`config.mk`:
```
export PLATFORM = sky130hd
export DESIGN_NAME = lcd_ctrl
export DESIGN_NICKNAME = d
export VERILOG_FILES = /design/src/rtl/lcd_ctrl.sv
export SDC_FILE = /design/constraint.sdc
export NUM_CORES = 1
export LEC_CHECK = 0
export ABC_AREA = 0
export ABC_CLOCK_PERIOD_IN_PS = 2400
export CAP_MARGIN = 0
export CORE_UTILIZATION = 55
export DETAILED_ROUTE_END_ITERATION = 16
export PLACE_DENSITY = 0.77
export SLEW_MARGIN = 10
export SYNTH_ARGS = -nofsm -noshare
export SYNTH_HDL_FRONTEND = slang
export SYNTH_SLANG_ARGS = --single-unit
```
`constraint.sdc`:
```
create_clock -name i_clk -period 2.4 [get_ports i_clk]
set_input_delay 0.36 -clock i_clk [delete_from_list [all_inputs] [get_ports i_clk]]
set_output_delay 0.36 -clock i_clk [all_outputs]
set_load 0.01 [all_outputs]
```
`src/rtl/lcd_ctrl.sv`:
```
// HD44780 write-only controller: power-up wait, fixed 4-command init, then one
// register write per IDLE visit with SETUP/EN_HI/HOLD/WAIT timing from a single counter.
module lcd_ctrl #(
  parameter int POWERUP_CYC    = 750000,
  parameter int SETUP_CYC      = 2,
  parameter int EN_HIGH_CYC    = 12,
  parameter int HOLD_CYC       = 2,
  parameter int CMD_WAIT_CYC   = 2000,
  parameter int CLEAR_WAIT_CYC = 82000
) (
  input  logic       i_clk,
  input  logic       i_rstn,
  input  logic       i_valid,
  input  logic       i_rs,
  input  logic [7:0] i_data,
  output logic       o_ready,
  output logic       o_init_done,
  output logic       o_lcd_on,
  output logic       o_lcd_en,
  output logic       o_lcd_rs,
  output logic       o_lcd_rw,
  output logic [7:0] o_lcd_data
);

  function automatic int max2(input int a, input int b);
    return (a > b) ? a : b;
  endfunction

  localparam int MAXC = max2(max2(max2(POWERUP_CYC, SETUP_CYC), max2(EN_HIGH_CYC, HOLD_CYC)),
                             max2(CMD_WAIT_CYC, CLEAR_WAIT_CYC));
  localparam int CW   = $clog2(MAXC + 1);

  typedef enum logic [2:0] {PWRUP, INIT, IDLE, SETUP, EN_HI, HOLD, WAIT} state_t;

  state_t        state, state_d;
  logic [CW-1:0] cnt, last;
  logic          cnt_done;
  logic [1:0]    idx, idx_d;
  logic          done_d;
  logic          rs_d;
  logic [7:0]    dat_d;
  logic          slow_cmd;

  function automatic logic [7:0] init_cmd(input logic [1:0] i);
    case (i)
      2'd0:    return 8'h38;
      2'd1:    return 8'h0C;
      2'd2:    return 8'h01;
      default: return 8'h06;
    endcase
  endfunction

  // Clear and Home need the long execution wait; only as commands, not as characters.
  assign slow_cmd = !o_lcd_rs && (o_lcd_data == 8'h01 || o_lcd_data == 8'h02);

  always_comb begin
    last = '0;
    case (state)
      PWRUP:       last = CW'(POWERUP_CYC - 1);
      INIT, SETUP: last = CW'(SETUP_CYC - 1);
      EN_HI:       last = CW'(EN_HIGH_CYC - 1);
      HOLD:        last = CW'(HOLD_CYC - 1);
      WAIT:        last = slow_cmd ? CW'(CLEAR_WAIT_CYC - 1) : CW'(CMD_WAIT_CYC - 1);
      default:     last = '0;
    endcase
  end

  assign cnt_done = (cnt == last);

  // INIT is the setup phase of each init command; user writes use SETUP instead.
  always_comb begin
    state_d = state;
    idx_d   = idx;
    done_d  = o_init_done;
    rs_d    = o_lcd_rs;
    dat_d   = o_lcd_data;
    case (state)
      PWRUP: if (cnt_done) begin
        state_d = INIT;
        idx_d   = 2'd0;
        rs_d    = 1'b0;
        dat_d   = init_cmd(2'd0);
      end
      INIT, SETUP: if (cnt_done) state_d = EN_HI;
      EN_HI:       if (cnt_done) state_d = HOLD;
      HOLD:        if (cnt_done) state_d = WAIT;
      WAIT: if (cnt_done) begin
        if (o_init_done) begin
          state_d = IDLE;
        end else if (idx == 2'd3) begin
          state_d = IDLE;
          done_d  = 1'b1;
        end else begin
          state_d = INIT;
          idx_d   = idx + 2'd1;
          rs_d    = 1'b0;
          dat_d   = init_cmd(idx + 2'd1);
        end
      end
      IDLE: if (i_valid) begin
        state_d = SETUP;
        rs_d    = i_rs;
        dat_d   = i_data;
      end
      default: state_d = PWRUP;
    endcase
  end

  always_ff @(posedge i_clk or negedge i_rstn) begin
    if (!i_rstn) begin
      state       <= PWRUP;
      cnt         <= '0;
      idx         <= 2'd0;
      o_init_done <= 1'b0;
      o_lcd_on    <= 1'b0;
      o_lcd_en    <= 1'b0;
      o_lcd_rs    <= 1'b0;
      o_lcd_data  <= 8'h00;
    end else begin
      state       <= state_d;
      cnt         <= (state_d != state || state == IDLE) ? '0 : cnt + CW'(1);
      idx         <= idx_d;
      o_init_done <= done_d;
      o_lcd_on    <= 1'b1;
      o_lcd_en    <= (state_d == EN_HI);
      o_lcd_rs    <= rs_d;
      o_lcd_data  <= dat_d;
    end
  end

  assign o_ready  = (state == IDLE);
  assign o_lcd_rw = 1'b0;

endmodule

```
==> reports/summary.log, run 1 <==
[global_routing] wire length of the first global-routing pass 7650 um
[setup_path] maximum net fanout on the critical path 4
[setup_path] Setup CP Type register to register
[route] DRC violation total after the first TritonRoute iteration 101
[yosys] number of synthesized flops with an enable pin 0
[setup_path] cells along the critical path nor4_4 -> nand4_1 -> a211o_1 -> a32oi_2 -> nand3_2 -> o21ai_4 -> mux2_2
[die] initial core utilization 0.584
[power] post-route total power 0.00115 W
[yosys] dominant combinational cell family by area after synthesis simple AND/OR/NAND/NOR gates
[layout] Design Area, Final 2580 um^2
[setup_path] Crit-path slowest cell dfrtp_1
[timing] max-slew violations 0
[global_routing] maximum number of pins on one net before global-route repair 38
[timing] transition at the pin with the smallest max-transition slack 0.832 ns
[setup_path] Arr. time, crit path 2.45 ns
[cts] maximum clock insertion buffer count 2
[setup_path] peak per-stage delay on the critical path 0.43 ns
[die] Die Area 4200 um^2
[yosys] Post-Synth Simple-Gate Area 0.277
[global_routing] GRT Residual Overflow 0
[cts] clock-pin transition on the worst setup and hold timing paths 0.07 ns
[place] post-detailed-placement half-perimeter wirelength 3300 um
[yosys] XOR/XNOR share of the synthesized area 0.0807
[setup_path] startpoint class of the critical path register
[setup_path] critical path data required time 2.57 ns
[yosys] Seq/Total Area, Yosys 0.427
[setup_path] critical path capture point type register
[global_routing] gr usage total 0.241
[die] Ports 26
[timing] maximum operating frequency 440 MHz
[yosys] dominant register cell in the synthesized netlist dfrtp_1
[place] area of placed instances 2470 um^2
[cts] root cell of the clock tree clkbuf_8
[yosys] Avg Inst Size Synth 9.16 um^2
[route] number of iterations in the first detailed-routing pass 4
[global_routing] antenna violations before repair 0
[route] average detailed-routed wire length per instance 14.7 um
[route] total length of routed wires 4610 um
[worst_hold_path] classification of the worst-slack hold path input port to async pin
[route] routed via count 1,750
[timing] Period Utilization, post-route 0.947
[yosys] Adder-Cell Fraction of Synth Area 0.0346
[die] Die X 64.8 um
[yosys] area of the mapped netlist 2170 um^2
[power] cell area power density 446 nW/um^2
[yosys] YS warnings 0
[layout] Total Nets Final 283
[yosys] fraction of the mapped netlist area in compound gates 0.108
[yosys] number of distinct library cell variants in the gate-level netlist after synthesis 47
[layout] fill cell count 315
[yosys] count of mapped cells out of synthesis 237
[cts] number of buffers added by the clock tree synthesis step 5
[route] drt drc 0
[setup_path] reg-to-reg setup timing slack 0.13 ns
[status] result of the run completed
[place] number of buffer cells added on primary ports 24
[cts] number of sinks driven by the clock tree 37
[place] global placement routability congestion 0.827
[cts] H-Tree Level Count 2
[yosys] mux cell area share after synthesis 0.0346
[timing] Final Skew 0.00418 ns
[timing] crit path time final 2.27 ns
[yosys] post-synthesis sequential element count 37
[yosys] FFs w/ async S/R, synth 1.00
[die] vertical die dimension 64.8 um
[die] total number of placement rows 22
[timing] Final Hold Fails 0
[job] Maximum Capacitance Violations 0
[setup_path] Buf/Inv on CP 0
[route] Detail Route Antenna Nets 0
[power] leakage 1.11 nW
[die] area of the placeable core 3720 um^2
[setup_path] cell family with the largest share of critical-path delay compound AO/OA/AOI/OAI gates
[yosys] synthesized netlist net count 255
[layout] number of antenna repair diodes 0
[route] Vias per Instance 5.57
[layout] layout cell share with drive strength beyond 1 0.147
[timing] Final setup violation count 0
[power] Max IR drop VDD 318 uV
[cts] TritonCTS clock tree done
[cts] latest clock arrival within the worst-skew pair 0.29 ns
[cts] postcts setup bufs 0
[timing] max_slew headroom 0.445
[layout] area growth from synthesis to layout 19.0%
[global_routing] via count of the first global-routing pass 1,682
-- power breakdown --
group	internal [W]	switching, W
registers	0.000627	0.00000255
clock network	0.000260	0.000219
logic	0.0000230	0.0000211
-- metrics by stage --
stage                     hold slack (ns)  utilization  setup TNS [ns]  worst slack, ns  instances
after floorplan                    0.0644            -               0            0.216        237
after global placement              0.492        0.664               0            0.164        306
after detailed placement            0.487        0.664               0            0.128        306
after CTS                           0.196        0.692               0            0.111        314
after global routing                0.235        0.695         -0.0239         -0.00903        314
final                               0.168        0.695               0            0.126        314
-- cell usage in the layout (no fill, tap or decap), types with 4 or more instances in the layout --
| cell | instances |
|---|---|
| buf_4 | 9 |
| clkbuf_8 | 7 |
| clkdlybuf4s50_1 | 23 |
| dfrtp_1 | 37 |
| ha_1 | 6 |
| mux2_2 | 4 |
| nand2_1 | 28 |
| nand2b_1 | 4 |
| nand3_1 | 7 |
| nand4_1 | 11 |
| nor2_1 | 41 |
| nor3_1 | 8 |
| o21ai_0 | 7 |
| xnor2_1 | 7 |
| xor2_1 | 13 |
-- layer usage --
metal | part of all wire | wire [um] | GRT usage | vias to the layer above
met3 | 0.031 | 141 | 0.0546 | 7
met4 | 0.013 | 59 | 0.0778 | 0
li1 | - | - | - | 870
met2 | 0.50 | 2310 | 0.419 | 29
met5 | 0 | 0 | 0 | -
met1 | 0.45 | 2090 | 0.291 | 844
-- worst paths after layout --
kind | start | endpoint | cells after the start
max in group asynchronous | i_rstn | cnt[6] | 1
max | o_lcd_rs | o_lcd_data[2] | 7
min reg2reg | o_init_done | o_init_done | 1
max reg2reg | o_lcd_rs | o_lcd_data[2] | 7
min | i_rstn | o_lcd_en | 1
min in group i_clk | o_init_done | o_init_done | 1
-- cell families (layout without fill, tap and decap cells) --
| logic type | count (synthesis) | in the layout |
|---|---|---|
| AOI/OAI and AO/OA | 29 | 29 |
| xor gates and xnor gates | 20 | 20 |
| adders and majority gates | 6 | 6 |
| buffers and inverters | 15 | 44 |
| DFF | 37 | 37 |
| muxes | 7 | 7 |
| other | 2 | 2 |
| and+or+nand+nor | 121 | 121 |
-- worst register-to-register path: cells and delay by family, from the launching register on --
family | cells | cell delay [ns]
DFF | 1 | 0.43
and+or+nand+nor | 3 | 0.64
muxes | 1 | 0.36
AOI/OAI and AO/OA | 3 | 0.72
-- synth_stat cells (all sizes together), types with 2 or more instances --
cell type | instances | area share
clkbuf | 5 | 0.0086
nor4 | 3 | 0.016
o21ai | 8 | 0.024
ha | 6 | 0.035
inv | 3 | 0.0052
nor2 | 42 | 0.073
a31o | 2 | 0.0081
mux2i | 3 | 0.014
nand2 | 29 | 0.051
nand4 | 11 | 0.032
xnor2 | 7 | 0.028
and3 | 3 | 0.0086
nand3b | 2 | 0.0069
dfrtp | 37 | 0.43
a211o | 3 | 0.012
a21bo | 2 | 0.0092
a211oi | 4 | 0.016
nand3 | 8 | 0.021
and2 | 3 | 0.0086
a21oi | 3 | 0.0069
buf | 7 | 0.021
conb | 2 | 0.0035
xor2 | 13 | 0.052
nor3 | 10 | 0.025
nand2b | 4 | 0.012
mux2 | 4 | 0.021
-- layout make-up --
cell class / instances / area (um^2) / area share
well taps: 48 / 60.1 / 0.0232
flip-flops and latches: 37 / 926 / 0.358
multi-input cells: 185 / 1180 / 0.458
clock inverters: 1 / 5.00 / 0.00194
inverters: 3 / 11.3 / 0.00436
repair buffers: 33 / 303 / 0.117
clock buffers: 7 / 96.3 / 0.0373
-- sequential cells by signal, indices dropped and copies added, names as in the netlist --
register	count
cnt	20
o_lcd_on	1
o_lcd_data	8
o_lcd_en	1
state	3
o_lcd_rs	1
idx	2
o_init_done	1
-- repair_timing --
item,CTS,global route
gates resized for setup,0,4
hold buffers,0,0
endpoints found under the setup margin,0,32
(Power assumes the default switching activity.)
==> run 2, diff against run 1 <==
--- a/constraint.sdc
+++ b/constraint.sdc
@@ -3,2 +3,2 @@
 set_output_delay 0.36 -clock i_clk [all_outputs]
-set_load 0.01 [all_outputs]
+set_load 0.05 [all_outputs]
==> run 2 against run 1 <==
  * Register-to-register slack gained 0.02 ns
  * Maximum frequency grew 1.0%
  * Clock skew is essentially flat
  * Power grew 1.1%
  * Largest power group unchanged
  * Sequential power is essentially flat
  * Worst hold slack lost 0.0095 ns
  * Sequential share of layout area grew 0.070 points
  * Non-clock buffer count is the same
  * First-iteration DRC count shrank 0.99%
  * Clock-buffer cell count is the same
  * Combinational power grew 30%
  * Utilization shrank 0.13 points
  * Critical path type unchanged
==> reports/summary.log, run 2 (synthesis results as in run 1) <==
[layout] Total Nets Final 283 [unchanged]
[cts] H-Tree Level Count 2 [unchanged]
[setup_path] cells along the critical path nor4_4 -> nand3_1 -> a211o_1 -> a22oi_2 -> nand3_2 -> o21ai_4 -> mux2_2 [was nor4_4 -> nand4_1 -> a211o_1 -> a32oi_2 -> nand3_2 -> o21ai_4 -> mux2_2]
[layout] commonest non-fill, non-tap cell in the layout nor2_1 [unchanged]
[cts] cts hold-fix bufs 0 [unchanged]
[power] leakage 1.11 nW [about the same]
[timing] max-slew violations 0 [unchanged]
[setup_path] R2R cell count 7 [unchanged]
[global_routing] antenna violations before repair 0 [unchanged]
[route] average detailed-routed wire length per instance 14.3 um [was 14.7 um]
[job] Maximum Capacitance Violations 0 [unchanged]
[die] vertical die dimension 64.8 um [unchanged]
[timing] max_slew headroom 0.456 [was 0.445]
[route] DRC violation total after the first TritonRoute iteration 100 [was 101]
[timing] crit path time final 2.25 ns [was 2.27 ns]
[timing] Final Skew 0.00447 ns [was 0.00418 ns]
[timing] transition at the pin with the smallest max-transition slack 0.816 ns [was 0.832 ns]
[place] global placement routability congestion 0.820 [was 0.827]
[cts] TritonCTS clock tree done [unchanged]
[place] number of buffer cells added on primary ports 24 [unchanged]
[cts] root cell of the clock tree clkbuf_8 [unchanged]
[timing] setup_tns 0 ns [unchanged]
[die] Ports 26 [unchanged]
[timing] hold slack 0.159 ns [was 0.168 ns]
[cts] clock-pin transition on the worst setup and hold timing paths 0.07 ns [about the same]
[route] routed via count 1,729 [was 1,750]
[global_routing] wire length of the first global-routing pass 7730 um [was 7650 um]
[route] Detail Route Antenna Nets 0 [unchanged]
[timing] post-route setup slack 0.149 ns [was 0.126 ns]
[layout] Top reg by flops cnt [unchanged]
[global_routing] via count of the first global-routing pass 1,711 [was 1,682]
[timing] unrepaired setup endpoints after global routing false
[setup_path] critical path capture point type register [unchanged]
[setup_path] peak per-stage delay on the critical path 0.42 ns [was 0.43 ns]
[status] result of the run completed [unchanged]
[layout] layout cell share with drive strength beyond 1 0.147 [unchanged]
[worst_hold_path] classification of the worst-slack hold path input port to async pin [unchanged]
[timing] maximum operating frequency 444 MHz [was 440 MHz]
[layout] area growth from synthesis to layout 18.8% [was 19.0%]
[place] worst setup timing slack at the placement stage 0.142 ns [was 0.128 ns]
[power] Max IR drop VDD 377 uV [was 318 uV]
[setup_path] startpoint class of the critical path register [unchanged]
[timing] Final setup violation count 0 [unchanged]
[route] total length of routed wires 4500 um [was 4610 um]
[power] cell area power density 451 nW/um^2 [was 446 nW/um^2]
[die] Die X 64.8 um [unchanged]
[cts] number of sinks driven by the clock tree 37 [unchanged]
[die] area of the placeable core 3720 um^2 [unchanged]
[layout] flip-flop count of the largest register after layout 20 [unchanged]
[layout] top library cells by usage in the layout, fill and taps aside nor2_1 (42), dfrtp_1 (37), nand2_1 (28) [was nor2_1 (41), dfrtp_1 (37), nand2_1 (28)]
[cts] number of buffers added by the clock tree synthesis step 5 [unchanged]
[setup_path] Buf/Inv on CP 0 [unchanged]
[route] drt drc 0 [unchanged]
[layout] registers with the most flip-flops cnt: 20 flops, o_lcd_data: 8 flops, state: 3 flops [unchanged]
[setup_path] Setup CP Type register to register [unchanged]
[route] number of iterations in the first detailed-routing pass 4 [unchanged]
[global_routing] gr usage total 0.247 [was 0.241]
[setup_path] critical path data required time 2.58 ns [was 2.57 ns]
[die] initial core utilization 0.584 [unchanged]
[setup_path] maximum net fanout on the critical path 4 [unchanged]
[setup_path] Arr. time, crit path 2.43 ns [was 2.45 ns]
[setup_path] path length in cells of the critical path 7 [unchanged]
[die] Die Area 4200 um^2 [unchanged]
[setup_path] cell family with the largest share of critical-path delay compound AO/OA/AOI/OAI gates [unchanged]
[global_routing] maximum number of pins on one net before global-route repair 38 [unchanged]
[die] total number of placement rows 22 [unchanged]
[timing] Period Utilization, post-route 0.938 [was 0.947]
[setup_path] Crit-path slowest cell dfrtp_1 [unchanged]
[timing] Final Hold Fails 0 [unchanged]
[layout] number of antenna repair diodes 0 [unchanged]
[global_routing] GRT Residual Overflow 0 [unchanged]
[place] post-detailed-placement half-perimeter wirelength 3300 um [about the same]
[cts] latest clock arrival within the worst-skew pair 0.29 ns [about the same]
[route] Vias per Instance 5.51 [was 5.57]
[cts] maximum clock insertion buffer count 2 [unchanged]
-- run 2: worst paths after layout --
kind / startpoint / endpoint / slack [ns]
max: o_lcd_data[4] / o_lcd_data[0] / 0.15
min: i_rstn / cnt[1] / 0.16
max reg2reg: o_lcd_data[4] / o_lcd_data[0] / 0.15
min reg2reg: o_init_done / o_init_done / 0.51
max in group asynchronous: i_rstn / o_init_done / 1.73
min in group i_clk: o_init_done / o_init_done / 0.51
-- run 2: stage by stage --
step | power (W) | instance area, um^2 | cells | utilization
after floorplan | 0.000662 | 2170 | 237 | -
after global placement | 0.000699 | 2470 | 306 | 0.664
after detailed placement | 0.000699 | 2470 | 306 | 0.664
after CTS | 0.00118 | 2570 | 314 | 0.691
after global routing | 0.00121 | 2580 | 314 | 0.694
final | 0.00116 | 2580 | 314 | 0.694
-- run 2: report_power, final --
part	total (W)	switching [W]	internal (W)
combinational	0.0000574	0.0000345	0.0000230
clock	0.000477	0.000218	0.000259
sequential	0.000629	0.00000260	0.000627
total	0.00116	0.000255	0.000909
-- run 2: what timing repair did --
action | 4_1_cts | 5_1_grt
gates resized for setup | 0 | 3
setup buffers | 0 | 0
hold endpoints to repair | 0 | 0
endpoints found under the setup margin | 0 | 24
-- run 2: cell type report --
class / instances / area [um^2]
Clock buffer: 7 / 96.3
Clock inverter: 1 / 5.00
Fill cell: 299 / 1140
Inverter: 3 / 11.3
Multi-Input combinational cell: 185 / 1180
Sequential cell: 37 / 926
Tap cell: 48 / 60.1
Timing Repair Buffer: 33 / 300
-- run 2: routing by layer --
layer,routed length [um],GRT usage,up-vias
met2,2260,0.428,25
met1,2050,0.288,828
met4,73,0.106,0
met3,118,0.0599,7
li1,-,-,869
met5,0,0,-
==> run 3, diff against run 2 <==
Settings changed: ABC_CLOCK_PERIOD_IN_PS 2400 to 2200, GPL_TIMING_DRIVEN set to 0.
Clock period 2.4 ns to 2.2 ns, I/O delays scaled along.
==> run 3 against run 2 <==
  * The run now ends with negative hold slack, negative setup slack left
  * Worst setup slack got worse by 0.29 ns
  * Sequential power up 9.2%
  * Final area is 10% higher
  * Critical path type unchanged
  * Die area is the same
  * Global-route usage increased by 2.6 points
  * Register-to-register slack lost 0.29 ns
  * Utilization increased by 7.0 points
  * Final cell count is 4.5% higher
  * Critical path depth did not move
  * First-iteration DRC count up 49%
  * Maximum frequency is 3.8% lower
  * Worst hold slack got worse by 0.16 ns
==> reports/summary.log, run 3 (synthesis results as in run 1) <==
[timing] Final Skew 0.00874 ns [was 0.00447 ns]
[cts] maximum clock insertion buffer count 2 [unchanged]
[die] total number of placement rows 22 [unchanged]
[die] vertical die dimension 64.8 um [unchanged]
[timing] Period Utilization, post-route 1.06 [was 0.938]
[cts] clock-pin transition on the worst setup and hold timing paths 0.08 ns [was 0.07 ns]
[place] global placement routability congestion 0.839 [was 0.820]
[timing] maximum operating frequency 427 MHz [was 444 MHz]
[timing] transition at the pin with the smallest max-transition slack 0.514 ns [was 0.816 ns]
[layout] Total Nets Final 297 [was 283]
[cts] H-Tree Level Count 2 [unchanged]
[die] Die Area 4200 um^2 [unchanged]
[route] average detailed-routed wire length per instance 15.5 um [was 14.3 um]
[layout] Top reg by flops cnt [unchanged]
[power] leakage 1.21 nW [was 1.11 nW]
[layout] post-route non-filler standard cell count 328 [was 314]
[status] violated checks negative hold slack, negative setup slack
[die] initial core utilization 0.584 [unchanged]
[setup_path] critical path capture point type register [unchanged]
[timing] hold slack -0.00336 ns [was 0.159 ns]
[worst_hold_path] classification of the worst-slack hold path input port to async pin [unchanged]
[layout] final core utilization 0.764 [was 0.694]
[timing] unrepaired setup endpoints after global routing true [was false]
[status] result of the run complete, but fails checks [was completed]
[cts] TritonCTS clock tree done [unchanged]
[timing] Final Hold Fails 13 [was 0]
[power] Max IR drop VDD 286 uV [was 377 uV]
[layout] area growth from synthesis to layout 30.8% [was 18.8%]
[route] number of iterations in the first detailed-routing pass 4 [unchanged]
[job] Maximum Capacitance Violations 0 [unchanged]
[global_routing] GRT Residual Overflow 0 [unchanged]
[route] DRC violation total after the first TritonRoute iteration 149 [was 100]
[power] cell area power density 516 nW/um^2 [was 451 nW/um^2]
[cts] number of buffers added by the clock tree synthesis step 5 [unchanged]
[cts] latest clock arrival within the worst-skew pair 0.30 ns [was 0.29 ns]
[place] placed cell count 310 [was 306]
[setup_path] Arr. time, crit path 2.52 ns [was 2.43 ns]
[layout] flip-flop count of the largest register after layout 20 [unchanged]
[layout] layout cell share with drive strength beyond 1 0.225 [was 0.147]
[layout] top library cells by usage in the layout, fill and taps aside nor2_1 (41), dfrtp_1 (30), nand2_1 (26) [was nor2_1 (42), dfrtp_1 (37), nand2_1 (28)]
[die] Ports 26 [unchanged]
[cts] root cell of the clock tree clkbuf_8 [unchanged]
[die] area of the placeable core 3720 um^2 [unchanged]
[layout] number of antenna repair diodes 0 [unchanged]
[setup_path] Setup CP Type register to register [unchanged]
[timing] setup_tns -2.40 ns [was 0 ns]
[timing] crit path time final 2.34 ns [was 2.25 ns]
[timing] max_slew headroom 0.656 [was 0.456]
[timing] max-slew violations 0 [unchanged]
[global_routing] via count of the first global-routing pass 1,841 [was 1,711]
[layout] registers with the most flip-flops cnt: 20 flops, o_lcd_data: 8 flops, state: 3 flops [unchanged]
[place] number of buffer cells added on primary ports 24 [unchanged]
[setup_path] maximum net fanout on the critical path 4 [unchanged]
[cts] cts hold-fix bufs 0 [unchanged]
[route] drt drc 0 [unchanged]
[timing] post-route setup slack -0.140 ns [was 0.149 ns]
[global_routing] antenna violations before repair 0 [unchanged]
[layout] commonest non-fill, non-tap cell in the layout nor2_1 [unchanged]
[setup_path] critical path data required time 2.38 ns [was 2.58 ns]
[setup_path] startpoint class of the critical path register [unchanged]
[route] Vias per Instance 5.70 [was 5.51]
[route] Detail Route Antenna Nets 0 [unchanged]
[die] Die X 64.8 um [unchanged]
[route] routed via count 1,871 [was 1,729]
[timing] Final setup violation count 31 [was 0]
[cts] number of sinks driven by the clock tree 37 [unchanged]
[global_routing] wire length of the first global-routing pass 8700 um [was 7730 um]
[global_routing] maximum number of pins on one net before global-route repair 20 [was 38]
[place] post-detailed-placement half-perimeter wirelength 3470 um [was 3300 um]
[route] total length of routed wires 5100 um [was 4500 um]
[global_routing] gr usage total 0.274 [was 0.247]
## run 3: cell count changes in the layout (fill, tap and decap cells not counted), sizes merged
cell,delta
clkbuf,+4
dlygate4sd2,+1
buf,+7
bufinv,+2
## run 3: final timing paths
path,from,to,slack (ns),depth (start not counted)
min in group i_clk,o_init_done,o_init_done,0.52,1
hold / removal,i_rstn,cnt[2],-0.003,1
setup reg to reg,o_lcd_rs,o_lcd_data[3],-0.14,7
hold reg to reg,o_init_done,o_init_done,0.52,1
setup / recovery,o_lcd_rs,o_lcd_data[3],-0.14,7
max in group asynchronous,i_rstn,o_lcd_data[6],1.74,2
## run 3: cell type report
| class | count | area (um^2) |
|---|---|---|
| Fill cell | 288 | 877 |
| Clock inverter | 3 | 65.1 |
| Tap cell | 48 | 60.1 |
| Multi-Input combinational cell | 185 | 1250 |
| Timing Repair Buffer | 35 | 374 |
| Clock buffer | 5 | 68.8 |
| Buffer | 12 | 78.8 |
| Inverter | 3 | 11.3 |
| Sequential cell | 37 | 935 |
## run 3: critical path: stages, from the launching register on
cell and delay, ns:
dfrtp_2 0.43, nor4_4 0.33, nand4_1 0.20, a211o_1 0.30, a32oi_2 0.21, nand3_2 0.18, o21ai_4 0.22, mux2_2 0.36
## run 3: per-layer routing
| layer | GRT usage | routed length [um] | share of wire |
|---|---|---|---|
| met1 | 0.342 | 2240 | 0.44 |
| met2 | 0.469 | 2610 | 0.51 |
| met3 | 0.0634 | 193 | 0.038 |
| met4 | 0.0778 | 48 | 0.0094 |
| met5 | 0 | 0 | 0 |
## run 3: report_power, final
group | switching, W | leakage, nW | internal [W] | total (W)
Sequential | 0.00000308 | 0.469 | 0.000684 | 0.000687
Combinational | 0.0000388 | 0.675 | 0.0000312 | 0.0000700
Clock | 0.000259 | 0.0681 | 0.000451 | 0.000710
## run 3: timing repair
action	in CTS	in global routing
gates cloned	0	1
pin swaps	6	2
resized for setup	13	11
endpoints found under the setup margin	26	28
buffers inserted	6	3
## run 3: per-stage QoR
| step | total power [W] | area [um^2] | worst slack [ns] |
|---|---|---|---|
| 4_1_cts | 0.00147 | 2750 | -0.106 |
| 3_5_place_dp | 0.000771 | 2510 | -0.249 |
| 3_3_place_gp | 0.000765 | 2480 | -0.232 |
| 5_1_grt | 0.00152 | 2840 | -0.244 |
| 6_report | 0.00147 | 2840 | -0.140 |
| 2_1_floorplan | 0.000723 | 2180 | -0.0542 |
